## src/rtl/mem_cycle_sequencer_pkg.sv

```systemverilog
// rtl/mem_cycle_sequencer_pkg.sv - cycle kinds, sequencer states and idle strobe levels
package opcodes;

  typedef enum logic [1:0] {
    FETCH   = 2'd0,
    LOAD    = 2'd1,
    STORE   = 2'd2,
    ILLEGAL = 2'd3
  } mem_cycle_t;

  typedef enum logic [2:0] {
    IDLE = 3'd0,
    ADDR = 3'd1,
    WAIT = 3'd2,
    CAPT = 3'd3,
    HOLD = 3'd4
  } seq_state_t;

  // Pad strobes are active low, so their idle level is 1.
  localparam logic IDLE_NME = 1'b1;
  localparam logic IDLE_NOE = 1'b1;
  localparam logic IDLE_NWE = 1'b1;

  function automatic int maxOf3(input int a, input int b, input int c);
    int m;
    m = (a > b) ? a : b;
    return (m > c) ? m : c;
  endfunction

endpackage

```

## src/rtl/mem_cycle_sequencer_if.sv

```systemverilog
// rtl/mem_cycle_sequencer_if.sv - Req/Done handshake and pad strobes; MEM_READY_EN adds nWait/BusErr
interface mem_cycle_sequencer_if;
  logic               Req;
  opcodes::mem_cycle_t Kind;
  logic               Busy;
  logic               Done;
  logic               PcEn;
  logic               AddrEn;
  logic               ALE;
  logic               nME;
  logic               nOE;
  logic               nWE;
  logic               ENB;
  logic               MemEn;
  logic               IrWe;
  logic               DataWe;
  logic               Illegal;
`ifdef MEM_READY_EN
  logic               nWait;
  logic               BusErr;
`endif

  modport master (
`ifdef MEM_READY_EN
    output nWait,
    input  BusErr,
`endif
    output Req, Kind,
    input  Busy, Done, PcEn, AddrEn, ALE, nME, nOE, nWE, ENB, MemEn, IrWe, DataWe, Illegal
  );

  modport slave (
`ifdef MEM_READY_EN
    input  nWait,
    output BusErr,
`endif
    input  Req, Kind,
    output Busy, Done, PcEn, AddrEn, ALE, nME, nOE, nWE, ENB, MemEn, IrWe, DataWe, Illegal
  );
endinterface

```

## src/rtl/mem_cycle_sequencer_phase_counter.sv

```systemverilog
// rtl/mem_cycle_sequencer_phase_counter.sv - loadable down-counter, expires at 1 and saturates there
module phase_counter #(
  parameter int WIDTH = 2
) (
  input  logic             Clock,
  input  logic             nReset,
  input  logic             Load,
  input  logic [WIDTH-1:0] LoadValue,
  output logic             Expire
);
  logic [WIDTH-1:0] count;

  always_ff @(posedge Clock or negedge nReset) begin
    if (!nReset) begin
      count <= '0;
    end else if (Load) begin
      count <= LoadValue;
    end else if (count > WIDTH'(1)) begin
      count <= count - WIDTH'(1);
    end
  end

  assign Expire = (count == WIDTH'(1));
endmodule

```

## src/rtl/mem_cycle_sequencer.sv

```systemverilog
// rtl/mem_cycle_sequencer.sv - external memory bus-cycle engine (FETCH/LOAD/STORE)
// MEM_READY_EN adds nWait stretching of WAIT with a WAIT_TIMEOUT bus-error escape.
module mem_cycle_sequencer
  import opcodes::*;
#(
  parameter int ALE_CYCLES   = 1,
  parameter int WAIT_CYCLES  = 2,
  parameter int HOLD_CYCLES  = 1
`ifdef MEM_READY_EN
  ,
  parameter int WAIT_TIMEOUT = 64
`endif
) (
  input  logic                  Clock,
  input  logic                  nReset,
  mem_cycle_sequencer_if.slave  bus
);
  localparam int CW = $clog2(maxOf3(ALE_CYCLES, WAIT_CYCLES, HOLD_CYCLES) + 1);

  seq_state_t      state, nextState;
  mem_cycle_t      kindQ;
  logic            illegalQ;
  logic            accept, acceptLegal;
  logic            load, expire, waitDone;
  logic [CW-1:0]   loadValue;

  // With no HOLD phase, CAPT may chain straight into the next cycle.
  assign accept      = bus.Req && ((state == IDLE) || ((state == CAPT) && (HOLD_CYCLES == 0)));
  assign acceptLegal = accept && (bus.Kind != ILLEGAL);

`ifdef MEM_READY_EN
  localparam int TW = $clog2(WAIT_TIMEOUT + 1);
  logic [TW-1:0] waitTicks;
  logic          timeoutHit, timedOutQ;

  assign timeoutHit = (state == WAIT) && (waitTicks == TW'(WAIT_TIMEOUT - 1)) &&
                      !(expire && bus.nWait);
  assign waitDone   = (expire && bus.nWait) || timeoutHit;

  always_ff @(posedge Clock or negedge nReset) begin
    if (!nReset) begin
      waitTicks <= '0;
      timedOutQ <= 1'b0;
    end else begin
      waitTicks <= (state == WAIT) ? waitTicks + TW'(1) : '0;
      timedOutQ <= timeoutHit;
    end
  end
`else
  assign waitDone = expire;
`endif

  always_ff @(posedge Clock or negedge nReset) begin
    if (!nReset) begin
      state    <= IDLE;
      kindQ    <= FETCH;
      illegalQ <= 1'b0;
    end else begin
      state    <= nextState;
      illegalQ <= accept && (bus.Kind == ILLEGAL);
      if (acceptLegal) kindQ <= bus.Kind;
    end
  end

  always_comb begin
    nextState = state;
    case (state)
      IDLE: if (acceptLegal) nextState = ADDR;
      ADDR: if (expire) nextState = (WAIT_CYCLES != 0) ? WAIT : CAPT;
      WAIT: if (waitDone) nextState = CAPT;
      CAPT: begin
        if (acceptLegal)           nextState = ADDR;
        else if (HOLD_CYCLES != 0) nextState = HOLD;
        else                       nextState = IDLE;
      end
      HOLD:    if (expire) nextState = IDLE;
      default: nextState = IDLE;
    endcase
  end

  assign load = (nextState != state);

  always_comb begin
    case (nextState)
      ADDR:    loadValue = CW'(ALE_CYCLES);
      WAIT:    loadValue = CW'(WAIT_CYCLES);
      HOLD:    loadValue = CW'(HOLD_CYCLES);
      default: loadValue = '0;
    endcase
  end

  phase_counter #(.WIDTH(CW)) uPhase (
    .Clock     (Clock),
    .nReset    (nReset),
    .Load      (load),
    .LoadValue (loadValue),
    .Expire    (expire)
  );

  always_comb begin
    bus.Busy    = (state != IDLE);
    bus.Done    = 1'b0;
    bus.PcEn    = 1'b0;
    bus.AddrEn  = 1'b0;
    bus.ALE     = 1'b0;
    bus.nME     = IDLE_NME;
    bus.nOE     = IDLE_NOE;
    bus.nWE     = IDLE_NWE;
    bus.ENB     = 1'b0;
    bus.MemEn   = 1'b0;
    bus.IrWe    = 1'b0;
    bus.DataWe  = 1'b0;
    bus.Illegal = illegalQ;
`ifdef MEM_READY_EN
    bus.BusErr  = 1'b0;
`endif
    case (state)
      ADDR: begin
        bus.ALE = 1'b1;
        bus.nME = 1'b0;
        if (kindQ == FETCH) bus.PcEn = 1'b1;
        else                bus.AddrEn = 1'b1;
        if (kindQ == STORE) bus.MemEn = 1'b1;
      end
      WAIT: begin
        bus.nME = 1'b0;
        if (kindQ == STORE) begin
          bus.nWE   = 1'b0;
          bus.MemEn = 1'b1;
        end else begin
          bus.nOE = 1'b0;
          bus.ENB = 1'b1;
        end
      end
      CAPT: begin
        bus.nME   = 1'b0;
        bus.Done  = 1'b1;
        bus.MemEn = 1'b1;
        if (kindQ == STORE) begin
          bus.nWE = 1'b0;
        end else begin
          bus.nOE = 1'b0;
          bus.ENB = 1'b1;
`ifdef MEM_READY_EN
          bus.BusErr = timedOutQ;
          bus.IrWe   = (kindQ == FETCH) && !timedOutQ;
          bus.DataWe = (kindQ == LOAD) && !timedOutQ;
`else
          bus.IrWe   = (kindQ == FETCH);
          bus.DataWe = (kindQ == LOAD);
`endif
        end
      end
      HOLD:    bus.nME = 1'b0;
      default: ;
    endcase
  end

  assert property (@(posedge Clock) disable iff (!nReset) !(!bus.nOE && !bus.nWE));
endmodule

```

## src/flat_wrapper.sv

```systemverilog
// flat-port wrapper written by rule: the top's interface ports become plain ports
module mem_cycle_sequencer_flat import opcodes::*;
#(
  parameter int ALE_CYCLES   = 1,
  parameter int WAIT_CYCLES  = 2,
  parameter int HOLD_CYCLES  = 1

)
  (Clock, nReset, bus_Req, bus_Kind, bus_Busy, bus_Done, bus_PcEn, bus_AddrEn, bus_ALE, bus_nME, bus_nOE, bus_nWE, bus_ENB, bus_MemEn, bus_IrWe, bus_DataWe, bus_Illegal);
  mem_cycle_sequencer_if bus_i ();
  input  logic Clock;
  input  logic nReset;
  input wire logic [$bits(bus_i.Req)-1:0] bus_Req;
  input wire logic [$bits(bus_i.Kind)-1:0] bus_Kind;
  output wire logic [$bits(bus_i.Busy)-1:0] bus_Busy;
  output wire logic [$bits(bus_i.Done)-1:0] bus_Done;
  output wire logic [$bits(bus_i.PcEn)-1:0] bus_PcEn;
  output wire logic [$bits(bus_i.AddrEn)-1:0] bus_AddrEn;
  output wire logic [$bits(bus_i.ALE)-1:0] bus_ALE;
  output wire logic [$bits(bus_i.nME)-1:0] bus_nME;
  output wire logic [$bits(bus_i.nOE)-1:0] bus_nOE;
  output wire logic [$bits(bus_i.nWE)-1:0] bus_nWE;
  output wire logic [$bits(bus_i.ENB)-1:0] bus_ENB;
  output wire logic [$bits(bus_i.MemEn)-1:0] bus_MemEn;
  output wire logic [$bits(bus_i.IrWe)-1:0] bus_IrWe;
  output wire logic [$bits(bus_i.DataWe)-1:0] bus_DataWe;
  output wire logic [$bits(bus_i.Illegal)-1:0] bus_Illegal;
  assign bus_i.Req = bus_Req;
  assign bus_i.Kind = bus_Kind;
  assign bus_Busy = bus_i.Busy;
  assign bus_Done = bus_i.Done;
  assign bus_PcEn = bus_i.PcEn;
  assign bus_AddrEn = bus_i.AddrEn;
  assign bus_ALE = bus_i.ALE;
  assign bus_nME = bus_i.nME;
  assign bus_nOE = bus_i.nOE;
  assign bus_nWE = bus_i.nWE;
  assign bus_ENB = bus_i.ENB;
  assign bus_MemEn = bus_i.MemEn;
  assign bus_IrWe = bus_i.IrWe;
  assign bus_DataWe = bus_i.DataWe;
  assign bus_Illegal = bus_i.Illegal;
  mem_cycle_sequencer #(.ALE_CYCLES(ALE_CYCLES), .WAIT_CYCLES(WAIT_CYCLES), .HOLD_CYCLES(HOLD_CYCLES)) u_core (.Clock(Clock), .nReset(nReset), .bus(bus_i));
endmodule
```

## config.mk

```make
export PLATFORM = sky130hd
export DESIGN_NAME = mem_cycle_sequencer_flat
export DESIGN_NICKNAME = d
export VERILOG_FILES = /design/src/rtl/mem_cycle_sequencer_pkg.sv /design/src/rtl/mem_cycle_sequencer_if.sv /design/src/rtl/mem_cycle_sequencer_phase_counter.sv /design/src/rtl/mem_cycle_sequencer.sv /design/src/flat_wrapper.sv
export SDC_FILE = /design/constraint.sdc
export NUM_CORES = 1
export LEC_CHECK = 0
export CORE_AREA = 2 2 39 41
export DETAILED_ROUTE_END_ITERATION = 16
export DIE_AREA = 0 0 41 43
export PLACE_DENSITY_LB_ADDON = 0.25
export SLEW_MARGIN = 10
export SYNTH_ARGS = -nofsm -noshare
export SYNTH_HDL_FRONTEND = slang
export SYNTH_SLANG_ARGS = --single-unit
```

## constraint.sdc

```tcl
create_clock -name Clock -period 2 [get_ports Clock]
set_input_delay 0.6 -clock Clock [delete_from_list [all_inputs] [get_ports Clock]]
set_output_delay 0.6 -clock Clock [all_outputs]
set_load 0.05 [all_outputs]
```

==> impl_results.md <==
- Worst clock skew: 0.00725 ns
- CP Cell Sequence: buf_4, or3_1, nand2_4, buf_12
- Critical path fanouts, max: 6
- Setup TNS: -0.121 ns
- Initial DRC Count: 7
- Slew headroom: 74.5%
- TritonCTS clock tree: done
- Reg2reg end: u_core.kindQ[1]$_DFFE_PN0P_
- Htree depth: 1
- Status: finished with violations
- DIE AREA: 1760 sq um
- Share of the yosys chip area belonging to registers: 37.8%
- Clock buffer depth: 2
- Starting Density: 38.2%
- Layout cells sized above 1: 47.8%
- Drt pass-1 iters: 3
- Vias post-DR: 553
- Top_reg_cell synth: dfrtp_1
- Final WS setup: -0.0418 ns
- Syn nets: 70
- Delay of the slowest cell on the worst path: 0.40 ns
- Vias in the first global route: 590
- CTS Buf Count: 3
- Clock slew at reported path FFs: 0.05 ns
- Routed wire length: 1.37 mm
- Syn_area_per_cell: 8.27 sq um
- Met3 Wirelength: 62 um
- Initial antenna violation count: 0
- Clock Sinks: 8
- Metal2 WL: 718 um
- Worst Max-Slew Pin Slew: 0.381 ns
- Unrepaired setup endpoints after global routing: true
- Buf+Inv Stages, Crit Path: 2
- Synth Register Bits: 8
- CP max stage cell: dfrtp_1
- Fin crit share: 102%
- Post-layout net count: 98
- Required @ worst endpoint: 1.40 ns
- Arrival @ worst endpoint: 1.44 ns
- Hold EP: u_core.uPhase.count[1]$_DFFE_PN0P_
- Hold path start: u_core.uPhase.count[1]$_DFFE_PN0P_
- Top cells by area, synth: dfrtp_1 38%, a21oi_1 4.7%, nand2_1 4.3%
- Largest net degree at the start of global routing: 13
- GRT Residual Overflow: 0
- CP delay by family, top: simple AND/OR/NAND/NOR gates
- Total global-route track usage: 21.3%
- Routability cong.: 0.774
- Root buf cell: clkbuf_4
- Final ANT Viol Nets: 0
- # rows: 14
- Fillers: 113
- Fmax: 0.490 GHz
- First-pass GRT wire length: 2.51 mm
- Cells after Synth: 64
- ANT cells: 0
- # DRC: 0
- Share of the synthesized area in the top cell type: 37.8%
- Worst skew pair latency: 0.27 ns
- Synthesized area: 529 sq um
- M1 WL: 569 um
- DR WL/cell: 13.0 um
- Slew Viols, Final: 0
- Register-to-register setup slack: 0.49 ns
- I/O pins: 18
- # setup viols final: 3
- Max cap viols: 0
- Netlist cell types: 29
- Number of buffers added on ports: 17
- Worst setup EP type: primary output
- Die Y: 43 um
- Detailed Place HPWL: 1.03 mm
- WHS Path Cells: 2
- Post-synth EDFFs: 0
- Worst R2R Start: u_core.state[2]$_DFF_PN0_
- Vias/cell: 5.22
- Area Growth Syn to Fin: 84.6%
- Largest area contributor in the netlist: dfrtp_1
- Async set-reset flop share out of synthesis: 100%
- Core area: 1380 sq um
- Syn. warnings: 0
- Top sig layer: met4
- Failing checks: negative setup slack
- Number of cells on the worst reg-to-reg path: 3
- Startpoint types: flip-flop
- Hold Fails Final Rpt: 0
- Die Width: 41 um
- Final min period: 2.04 ns
- Crit Path Category: flip-flop to primary output
- Hold WC Path Type: flip-flop to flip-flop
==> synth_stat cells (all sizes together) (2+ instances only) <==
master,n
nor2,6
o22a,2
a21oi,5
buf,3
o21a,2
nand2b,3
dfrtp,8
nand2,6
o21ai,3
nand3,2
inv,5
or2,2
==> how the worst max path moves through the flow <==
stage / from / endpoint / slack (ns) / cells past startpoint
6_report: u_core.state[1]$_DFF_PN0_ / bus_nME / -0.04 / 4
3_5_place_dp: bus_Req / u_core.kindQ[1]$_DFFE_PN0P_ / 0.11 / 3
2_1_floorplan: u_core.state[1]$_DFF_PN0_ / bus_PcEn / -0.17 / 3
5_1_grt: u_core.state[2]$_DFF_PN0_ / bus_DataWe / -0.12 / 4
4_1_cts: u_core.state[1]$_DFF_PN0_ / bus_nME / -0.05 / 4
3_3_place_gp: bus_Req / u_core.kindQ[0]$_DFFE_PN0P_ / 0.13 / 3
==> what timing repair did <==
| item | in CTS | in global routing |
|---|---|---|
| setup endpoints to repair | 8 | 8 |
| hold buffers | 0 | 0 |
| gates resized for setup | 5 | 4 |
| pin swaps | 1 | 3 |
| buffers inserted | 2 | 3 |
==> cells by family (layout without fill, tap and decap cells) <==
logic type,count (synthesis),after routing,share of synthesized area [%]
simple gates,27,27,27.9
xor+xnor,1,1,1.66
fa+ha+maj,1,1,2.36
compound gates,18,18,23.2
flops,8,8,37.8
buf+inv,9,35,7.09
==> per-stage QoR <==
step / worst slack, ns / cell area [sq um] / instances / utilization [%] / hold WS [ns]
finish: -0.0418 / 977 / 106 / 70.6 / 0.602
floorplan: -0.174 / 576 / 64 / - / 0.304
CTS: -0.0517 / 943 / 103 / 68.2 / 0.604
global route: -0.118 / 977 / 106 / 70.6 / 0.636
global placement: 0.131 / 890 / 98 / 64.3 / 0.575
detailed placement: 0.111 / 890 / 98 / 64.3 / 0.596
==> worst min-delay path, stage by stage, from the launching register on <==
cell	delay, ns
dfrtp_1	0.40
inv_1	0.09
o32ai_1	0.07
==> state kept, by name, indices dropped and copies added, names as in the netlist <==
| signal | cells |
|---|---|
| u_core.uPhase.count | 2 |
| u_core.bus.Illegal | 1 |
| u_core.state | 3 |
| u_core.kindQ | 2 |
==> cell usage in the layout (no fill, tap or decap), types with 2 or more instances in the layout <==
cell type	n
buf_4	12
buf_12	11
dfrtp_1	6
inv_1	5
nor2_1	5
nand2_1	4
a21oi_1	4
clkdlybuf4s50_1	4
clkbuf_4	3
nand2_4	2
nand2b_1	2
o21ai_0	2
nand3_1	2
or2_2	2
o22a_1	2
dfrtp_2	2
==> area by class of cell <==
type | count | area (sq um) | share of cell area (%)
Inverter | 5 | 18.8 | 1.92
Multi-Input combinational cell | 47 | 363 | 37.1
Tap cell | 16 | 20.0 | 2.05
Sequential cell | 8 | 203 | 20.7
Clock buffer | 3 | 22.5 | 2.30
Timing Repair Buffer | 27 | 350 | 35.9
==> routing by layer <==
| metal | track usage [%] | up-vias |
|---|---|---|
| met5 | 0 | - |
| met4 | 8.00 | 0 |
| met3 | 9.42 | 5 |
| met2 | 33.8 | 10 |
| met1 | 23.8 | 263 |
| li1 | - | 275 |
Power is not shown: default switching activity piles up to over one toggle a cycle in this logic, so the estimate is an artifact.
